### src/rtl/interleaver_sel_seq_pkg.sv
// Shared definitions for the block interleaver address sequencer.
// It holds the FSM state type and the default array geometry.
package interleaver_sel_seq_pkg;

    typedef enum logic [1:0] {
        IDLE  = 2'd0,
        WRITE = 2'd1,
        READ  = 2'd2
    } state_e;

    localparam int DEFAULT_ROWS = 12;
    localparam int DEFAULT_COLS = 8;

endpackage

### src/rtl/interleaver_sel_seq_onehot_dec.sv
// Binary-to-one-hot decoder with enable. The output is all zero when the
// decoder is disabled or when the index is out of range (idx >= N).
module onehot_dec #(
    parameter int N  = 4,
    parameter int IW = $clog2(N)
) (
    input  logic [IW-1:0] idx_i,
    input  logic          en_i,
    output logic [N-1:0]  onehot_o
);

    always_comb begin
        // NOTE: default every combinational output first so no path can infer a latch.
        onehot_o = '0;
        for (int i = 0; i < N; i++) begin
            onehot_o[i] = en_i && (int'(idx_i) == i);
        end
    end

endmodule

### src/rtl/interleaver_sel_seq.sv
// Row/column address sequencer for a ROWS x COLS block interleaver.
// Frames are filled row-major in WRITE and drained column-major in READ.
module interleaver_sel_seq
    import interleaver_sel_seq_pkg::*;
#(
    parameter int ROWS = DEFAULT_ROWS,
    parameter int COLS = DEFAULT_COLS
) (
    input  logic                     clk,
    input  logic                     rst,
    input  logic                     start,
    input  logic                     abort,
    input  logic                     in_valid,
    output logic                     in_ready,
    output logic                     out_valid,
    input  logic                     out_ready,
    output logic [ROWS-1:0]          row_sel,
    output logic [$clog2(COLS)-1:0]  col_idx,
    output logic                     mode,
    output logic                     busy,
    output logic                     done
);

    localparam int CW = $clog2(COLS);
    localparam int RW = $clog2(ROWS);
    localparam logic [RW-1:0] R_LAST = RW'(ROWS - 1);
    localparam logic [CW-1:0] C_LAST = CW'(COLS - 1);

    state_e          state_q, state_d;
    logic [RW-1:0]   r_q, r_d;
    logic [CW-1:0]   c_q, c_d;
    logic [ROWS-1:0] row_sel_q, row_sel_d;
    logic            done_q, done_d;

    always_comb begin
        state_d = state_q;
        r_d     = r_q;
        c_d     = c_q;
        done_d  = 1'b0;

        if (abort) begin
            state_d = IDLE;
            r_d     = '0;
            c_d     = '0;
        end else begin
            unique case (state_q)
                IDLE: begin
                    if (start) begin
                        state_d = WRITE;
                        r_d     = '0;
                        c_d     = '0;
                    end
                end
                WRITE: begin
                    // in_ready is constant high here, so in_valid alone is the handshake.
                    if (in_valid) begin
                        if (c_q == C_LAST) begin
                            c_d = '0;
                            if (r_q == R_LAST) begin
                                r_d     = '0;
                                state_d = READ;
                            end else begin
                                r_d = r_q + RW'(1);
                            end
                        end else begin
                            c_d = c_q + CW'(1);
                        end
                    end
                end
                READ: begin
                    if (out_ready) begin
                        if (r_q == R_LAST) begin
                            r_d = '0;
                            if (c_q == C_LAST) begin
                                c_d     = '0;
                                state_d = IDLE;
                                done_d  = 1'b1;
                            end else begin
                                c_d = c_q + CW'(1);
                            end
                        end else begin
                            r_d = r_q + RW'(1);
                        end
                    end
                end
                default: begin
                    state_d = IDLE;
                    r_d     = '0;
                    c_d     = '0;
                end
            endcase
        end
    end

    // Decoding the next row pointer lets row_sel come straight from a flop.
    onehot_dec #(
        .N (ROWS)
    ) u_row_dec (
        .idx_i    (r_d),
        .en_i     (state_d != IDLE),
        .onehot_o (row_sel_d)
    );

    always_ff @(posedge clk) begin
        // NOTE: sequential state uses non-blocking assignments so every flop samples pre-edge values.
        if (rst) begin
            state_q   <= IDLE;
            r_q       <= '0;
            c_q       <= '0;
            row_sel_q <= '0;
            done_q    <= 1'b0;
        end else begin
            state_q   <= state_d;
            r_q       <= r_d;
            c_q       <= c_d;
            row_sel_q <= row_sel_d;
            done_q    <= done_d;
        end
    end

    assign row_sel   = row_sel_q;
    assign col_idx   = c_q;
    assign in_ready  = (state_q == WRITE);
    assign out_valid = (state_q == READ);
    assign mode      = (state_q == READ);
    assign busy      = (state_q != IDLE);
    assign done      = done_q;

endmodule

### config.mk
export PLATFORM = sky130hd
export DESIGN_NAME = interleaver_sel_seq
export DESIGN_NICKNAME = d
export VERILOG_FILES = /design/src/rtl/interleaver_sel_seq_pkg.sv /design/src/rtl/interleaver_sel_seq_onehot_dec.sv /design/src/rtl/interleaver_sel_seq.sv
export SDC_FILE = /design/constraint.sdc
export NUM_CORES = 1
export LEC_CHECK = 0
export BUFFER_PORTS_ARGS = -buffer_cell sky130_fd_sc_hd__buf_2
export CAP_MARGIN = 15
export CORE_MARGIN = 2
export CORE_UTILIZATION = 45
export CTS_BUF_LIST = sky130_fd_sc_hd__clkbuf_16
export DETAILED_ROUTE_END_ITERATION = 8
export PLACE_DENSITY = 0.74
export SLEW_MARGIN = 25
export SYNTH_ARGS = -nofsm -noshare
export SYNTH_HDL_FRONTEND = slang
export SYNTH_SLANG_ARGS = --single-unit
export TNS_END_PERCENT = 50
### constraint.sdc
create_clock -name clk -period 2.65 [get_ports clk]
set_input_delay 0.795 -clock clk [delete_from_list [all_inputs] [get_ports clk]]
set_output_delay 0.795 -clock clk [all_outputs]
set_load 0.005 [all_outputs]
# Yosys cells after proc, flatten, opt, wreduce, memory -nomap -nowiden
# Cells that the tools add are included.
# Widths: inputs -> output; s select.
# word_totals
register_bits	22
out_inout_bits	20
input_bits	6
elab_cells	71
# classes
bitwise	3
addsub	2
mux	23
reduce_logical	19
n_eq_ne	19
# op_table
operator	count
$eq 4x4->1 const B	9
$mux 4	6
$mux 2	8
$mux 3	5
$logic_and 1x1->1	12
$pmux 4 s3	1
$pmux 3 s3	1
$eq 4x3->1 const B	2
$ne 2x2->1 const B	3
$pmux 2 s3	1
$reduce_or 5->1	1
$add 4x1->4 const B	1
$eq 4x2->1 const B	1
$logic_not 4->1	1
$reduce_and 4->1	1
$reduce_bool 2->1	2
$add 3x1->3 const B	1
$eq 3x3->1 const B	1
$not 1->1	3
$eq 2x1->1 const B	1
$eq 2x2->1 const B	1
$logic_not 2->1	1
$ne 2x1->1 const B	1
$reduce_or 2->1	1
$mux 1	1

# Depth between registers and ports, before layout
# depth
depth_word	8
depth_mapped	8

# Cells and area by module
# From an unflattened synthesis, not the netlist that was laid out.
# hier_totals
hier_cells	134
area_unflattened_um2	1198.6
# by_module_without_submodules
mod	instances	area_per_inst_um2	cells_per_inst	seq_area_each_um2
interleaver_sel_seq	1	1104.8	116	440.4
onehot_dec	1	93.8	18	0.0

# Worst setup path after synthesis
# OpenSTA, ideal clock, no wires.
# synth_timing
path_type	input -> register
startpoint	input port in_valid
endpoint	register row_sel_q[10] (netlist: row_sel[10])
arrival_ps	1936
setup_slack_ps	649
setup_time_ps	65
required_time_ps	2585
path_stages	6
cell_sequence	buf_4 > nand3_1 > mux2_4 > a221oi_1 > o2111ai_2 > nor2_1
# synth_via
elab_chain_cells	5
elab_cells_between_ends	9
classes_between	eq/ne (1); mux (6); reduce/logical (2)
# synth_lines
element	line_no	text
start, declared	interleaver_sel_seq.sv:13	input logic in_valid,
$mux 4 or $mux 2 (tied branches)	interleaver_sel_seq.sv:56	if (in_valid) begin
$pmux 4 s3 or $pmux 2 s3 (tied branches)	interleaver_sel_seq.sv:46	unique case (state_q)
$mux 4 or $mux 2 (tied branches)	interleaver_sel_seq.sv:41	if (abort) begin
$eq 4x4->1 or $reduce_bool 2->1 (tied branches)	interleaver_sel_seq_onehot_dec.sv:16, interleaver_sel_seq.sv:100	
$logic_and 1x1->1 *	interleaver_sel_seq_onehot_dec.sv:16	onehot_o[i] = en_i && (int'(idx_i) == i);
end signal, assigned	interleaver_sel_seq.sv:116	row_sel_q <= row_sel_d;
end, declared	interleaver_sel_seq.sv:32	logic [ROWS-1:0] row_sel_q, row_sel_d;
# Mark *: on every way between the ends. The rest lies on a longest branch, timed or not.
# A chain may end at the register's enable or synchronous reset.

# Worst setup path in the final report
# layout_timing
startpoint	register c_q[0] (netlist: col_idx[0])
endpoint	register row_sel_q[3] (netlist: row_sel[3])
# layout_via
elab_chain_cells	8
elab_cells_between_ends	15
classes_between	eq/ne (2); mux (11); reduce/logical (2)
# layout_lines
element	line_no	text
start, declared	interleaver_sel_seq.sv:31	logic [CW-1:0] c_q, c_d;
start signal, assigned	interleaver_sel_seq.sv:109	c_q <= '0;
start signal, assigned	interleaver_sel_seq.sv:115	c_q <= c_d;
$eq 3x3->1 *	interleaver_sel_seq.sv:57, interleaver_sel_seq.sv:74	
$mux 2	interleaver_sel_seq.sv:74	if (c_q == C_LAST) begin
$mux 2	interleaver_sel_seq.sv:72	if (r_q == R_LAST) begin
$mux 2	interleaver_sel_seq.sv:71	if (out_ready) begin
$pmux 2 s3	interleaver_sel_seq.sv:46	
$mux 2	interleaver_sel_seq.sv:41	
$reduce_bool 2->1	interleaver_sel_seq.sv:100	.en_i (state_d != IDLE),
$logic_and 1x1->1 *	interleaver_sel_seq_onehot_dec.sv:16	
# Marked as above.

==> summary.txt <==
Run status
  – Status: completed

Clock tree
  – H-Tree Depth: 1
  – CTS tree: yes
  – Worst-path clk slew: approximately 60 ps
  – Post-CTS sizing: 0
  – # clock sinks: 22
  – Clock Path Buffers: 2
  – Cts hold-fix bufs: 0
  – CTS buffer count: 3
  – Clk_lat worst skew: about 250 ps
  – Root Buffer: clkbuf_16
  – Post-CTS setup buffers: 0

STA
  – F_max: roughly 450 MHz
  – Worst-Margin Slew: 527 ps
  – Slew Viols, Final: 0
  – Slew HR: 0.648
  – Crit path time final: between 2000 and 2500 ps
  – RSZ-0062 raised after global routing: false
  – Clock skew: approximately 1.4 ps
  – Setup TNS: 0 ps
  – Final hold violations: 0
  – Final count of negative-setup-slack endpoints: 0
  – Worst hold slack: just over 500 ps
  – Crit share post-route: 0.844

Worst setup path
  – CP Cell Sequence: ha_1, ha_1, nand3_1, mux2_4, a311oi_2, o221ai_2, nor2_1
  – Largest delay contributor family on the critical path: adder cells
  – Worst setup path category: flop to flop
  – Critical path's largest stage delay: ~380 ps
  – CP most frequent cell: ha_1
  – Critical Path Fanout Max: 11
  – Critical Path Sink Type: flop
  – Worst Setup Start Kind: flop
  – Critical Path RT: roughly 2800 ps
  – CP arrival: roughly 2400 ps
  – Worst path bufs/invs: 0
  – Slowest CP cell: ha_1

Synthesis
  – Post-synth ARST share: 0
  – Synthesized area: 1220 um^2
  – Top-count cell post-synth: dfxtp_1
  – Top cell type's share of synthesized area: 0.360
  – Mapped Avg Cell Area: slightly below 10 um^2
  – Seq cells post-synth: 22
  – Synth Net Count: 139
  – Syn. warnings: 0
  – Top FF cell, synth: dfxtp_1
  – EDFF count, synth: 0
  – Count of cell types in the netlist: 50
  – Post-synthesis sequential area ratio: 0.360
  – Post-synth top area cell: dfxtp_1
  – Most frequent cells after synthesis: 22 x dfxtp_1, 17 x nor2_1, 7 x ha_1
  – Most area-consuming cells after synthesis: dfxtp_1 36%, ha_1 7.2%, nor2_1 5.2%, nand2b_1 2.6%, a221oi_4 2.1%
  – Gate count after technology mapping: between 100 and 150

Floorplanning
  – Full die area: 3150 um^2
  – Initial Util: 0.485
  – Core Region: between 2000 and 3000 um^2
  – Die height: around 56 um
  – Standard-cell rows: 18
  – Top Ports: 26
  – Die X-Extent: 56.1 um

Route
  – DRT Pass-1 Iters: 4
  – Routed len/inst: around 15 um
  – 1st-iter DRT viols: 20
  – DRC viols: 0
  – WL final: ~2.7 mm
  – ANT nets after route: 0
  – Via Count: just over 1000
  – Vias per inst: about 5.6

Global route
  – Vias in the first global route: between 900 and 1000
  – Largest net degree at the start of global routing: 14
  – Gr usage total: 0.181
  – Grt ovf: 0
  – Initial antenna violation count: 0
  – First-pass GRT wire length: approximately 4.6 mm

Layout
  – Synth-to-Final Area Change: 17.9%
  – Layout cells sized above 1: 0.289
  – Antenna diodes: 0
  – Final instance area: approximately 1400 um^2
  – Filler cell count: about 210
  – # nets final: between 150 and 200

Placement
  – Final HPWL DP: between 1.5 and 2 mm
  – Port Buffer Count: 25
  – Routability Congestion: about 0.8
  – Post-placement cell area: around 1300 um^2

Power
  – Flop pwr share: 0.417
  – Psw: between 0.0001 and 0.00015 W
  – Pwr Density: 554 nW/um^2
  – Clock network power share: 0.519
  – VDD IR max: 0.340 mV
  – Comb pwr share: 0.064
  – Net Sw Frac: 0.186
  – P_leak: 0.626 nW
  – Pint: approximately 0.00065 W

Flow run
  – Max-Cap Viols: 0

Worst hold path
  – Hold Crit Class: flop to flop
==> worst register-to-register path, delay by kind of cell, from the launching register on <==
kind	cells	cell delay (ps)
AO/OA/AOI/OAI	2	550
AND/OR/NAND/NOR	2	350
flip-flops	1	370
adder cells (fa/ha/maj)	2	550
multiplexers	1	360
==> logic make-up after synthesis <==
kind of cell | after synthesis | share of synthesized area
AO/OA/AOI/OAI | 29 | 0.253
adder cells (fa/ha/maj) | 7 | 0.0716
buffers and inverters | 11 | 0.0552
flip-flops | 22 | 0.360
multiplexers | 3 | 0.0296
AND/OR/NAND/NOR | 54 | 0.231
==> power by group through the flow <==
| stage | clock (W) | sequential [W] | combinational, W |
|---|---|---|---|
| global route | 0.000429 | 0.000334 | 0.0000560 |
| detailed placement | 0 | 0.000341 | 0.0000504 |
| floorplan | 0 | 0.000341 | 0.0000345 |
| CTS | 0.000418 | 0.000334 | 0.0000509 |
| finish | 0.000415 | 0.000334 | 0.0000510 |
| global placement | 0 | 0.000341 | 0.0000495 |
==> final timing paths <==
path / startpoint / to / slack [ps] / cells after the start
worst max-delay path: col_idx[0] / row_sel[3] / 410 / 7
worst min-delay path: col_idx[1] / col_idx[1] / 500 / 2
worst max register to register: col_idx[0] / row_sel[3] / 410 / 7
worst min register to register: col_idx[1] / col_idx[1] / 500 / 2
==> layout make-up <==
cell class | instances | area [um^2] | share of cell area
clock buffers | 3 | 75.1 | 0.0520
clock inverters | 1 | 30.0 | 0.0208
inverters | 5 | 18.8 | 0.0130
multi-input cells | 93 | 716 | 0.496
flip-flops and latches | 22 | 440 | 0.305
well taps | 30 | 37.5 | 0.0260
repair buffers | 25 | 125 | 0.0867
==> metrics by stage <==
| step | total power, W | utilization | instances | setup WS [ps] |
|---|---|---|---|---|
| after global placement | 0.000390 | 0.530 | 175 | 445 |
| after CTS | 0.000803 | 0.572 | 179 | 406 |
| after global routing | 0.000819 | 0.572 | 179 | 216 |
| final | 0.000800 | 0.572 | 179 | 412 |
| after detailed placement | 0.000391 | 0.530 | 175 | 417 |
| after floorplan | 0.000376 | - | 126 | 649 |
==> layer usage <==
| layer | vias up | GRT usage | wire [um] |
|---|---|---|---|
| li1 | 500 | - | - |
| met1 | 489 | 0.256 | 1280 |
| met2 | 17 | 0.289 | 1290 |
| met3 | 4 | 0.0233 | 65 |
| met4 | 0 | 0.0510 | 31 |
| met5 | - | 0 | 0 |
==> sequential cells by signal (all words and copies together) (netlist names) <==
signal   flops
done         1
state_q      2
r_q          4
row_sel     12
col_idx      3
==> cells in the final DEF (no fill, tap or decap), drive strengths merged, types with 2 or more instances in the layout <==
master,count
clkbuf,3
nor2b,2
a221oi,2
nand2,6
a21boi,2
o21ai,3
nor3,4
buf,25
ha,7
inv,5
nand2b,5
dfxtp,22
a21oi,3
a211oi,3
nand3,5
a22oi,2
mux2,2
nor2,17
and2,4
or2,3
and3,2
o221ai,2
(Power assumes the default switching activity.)
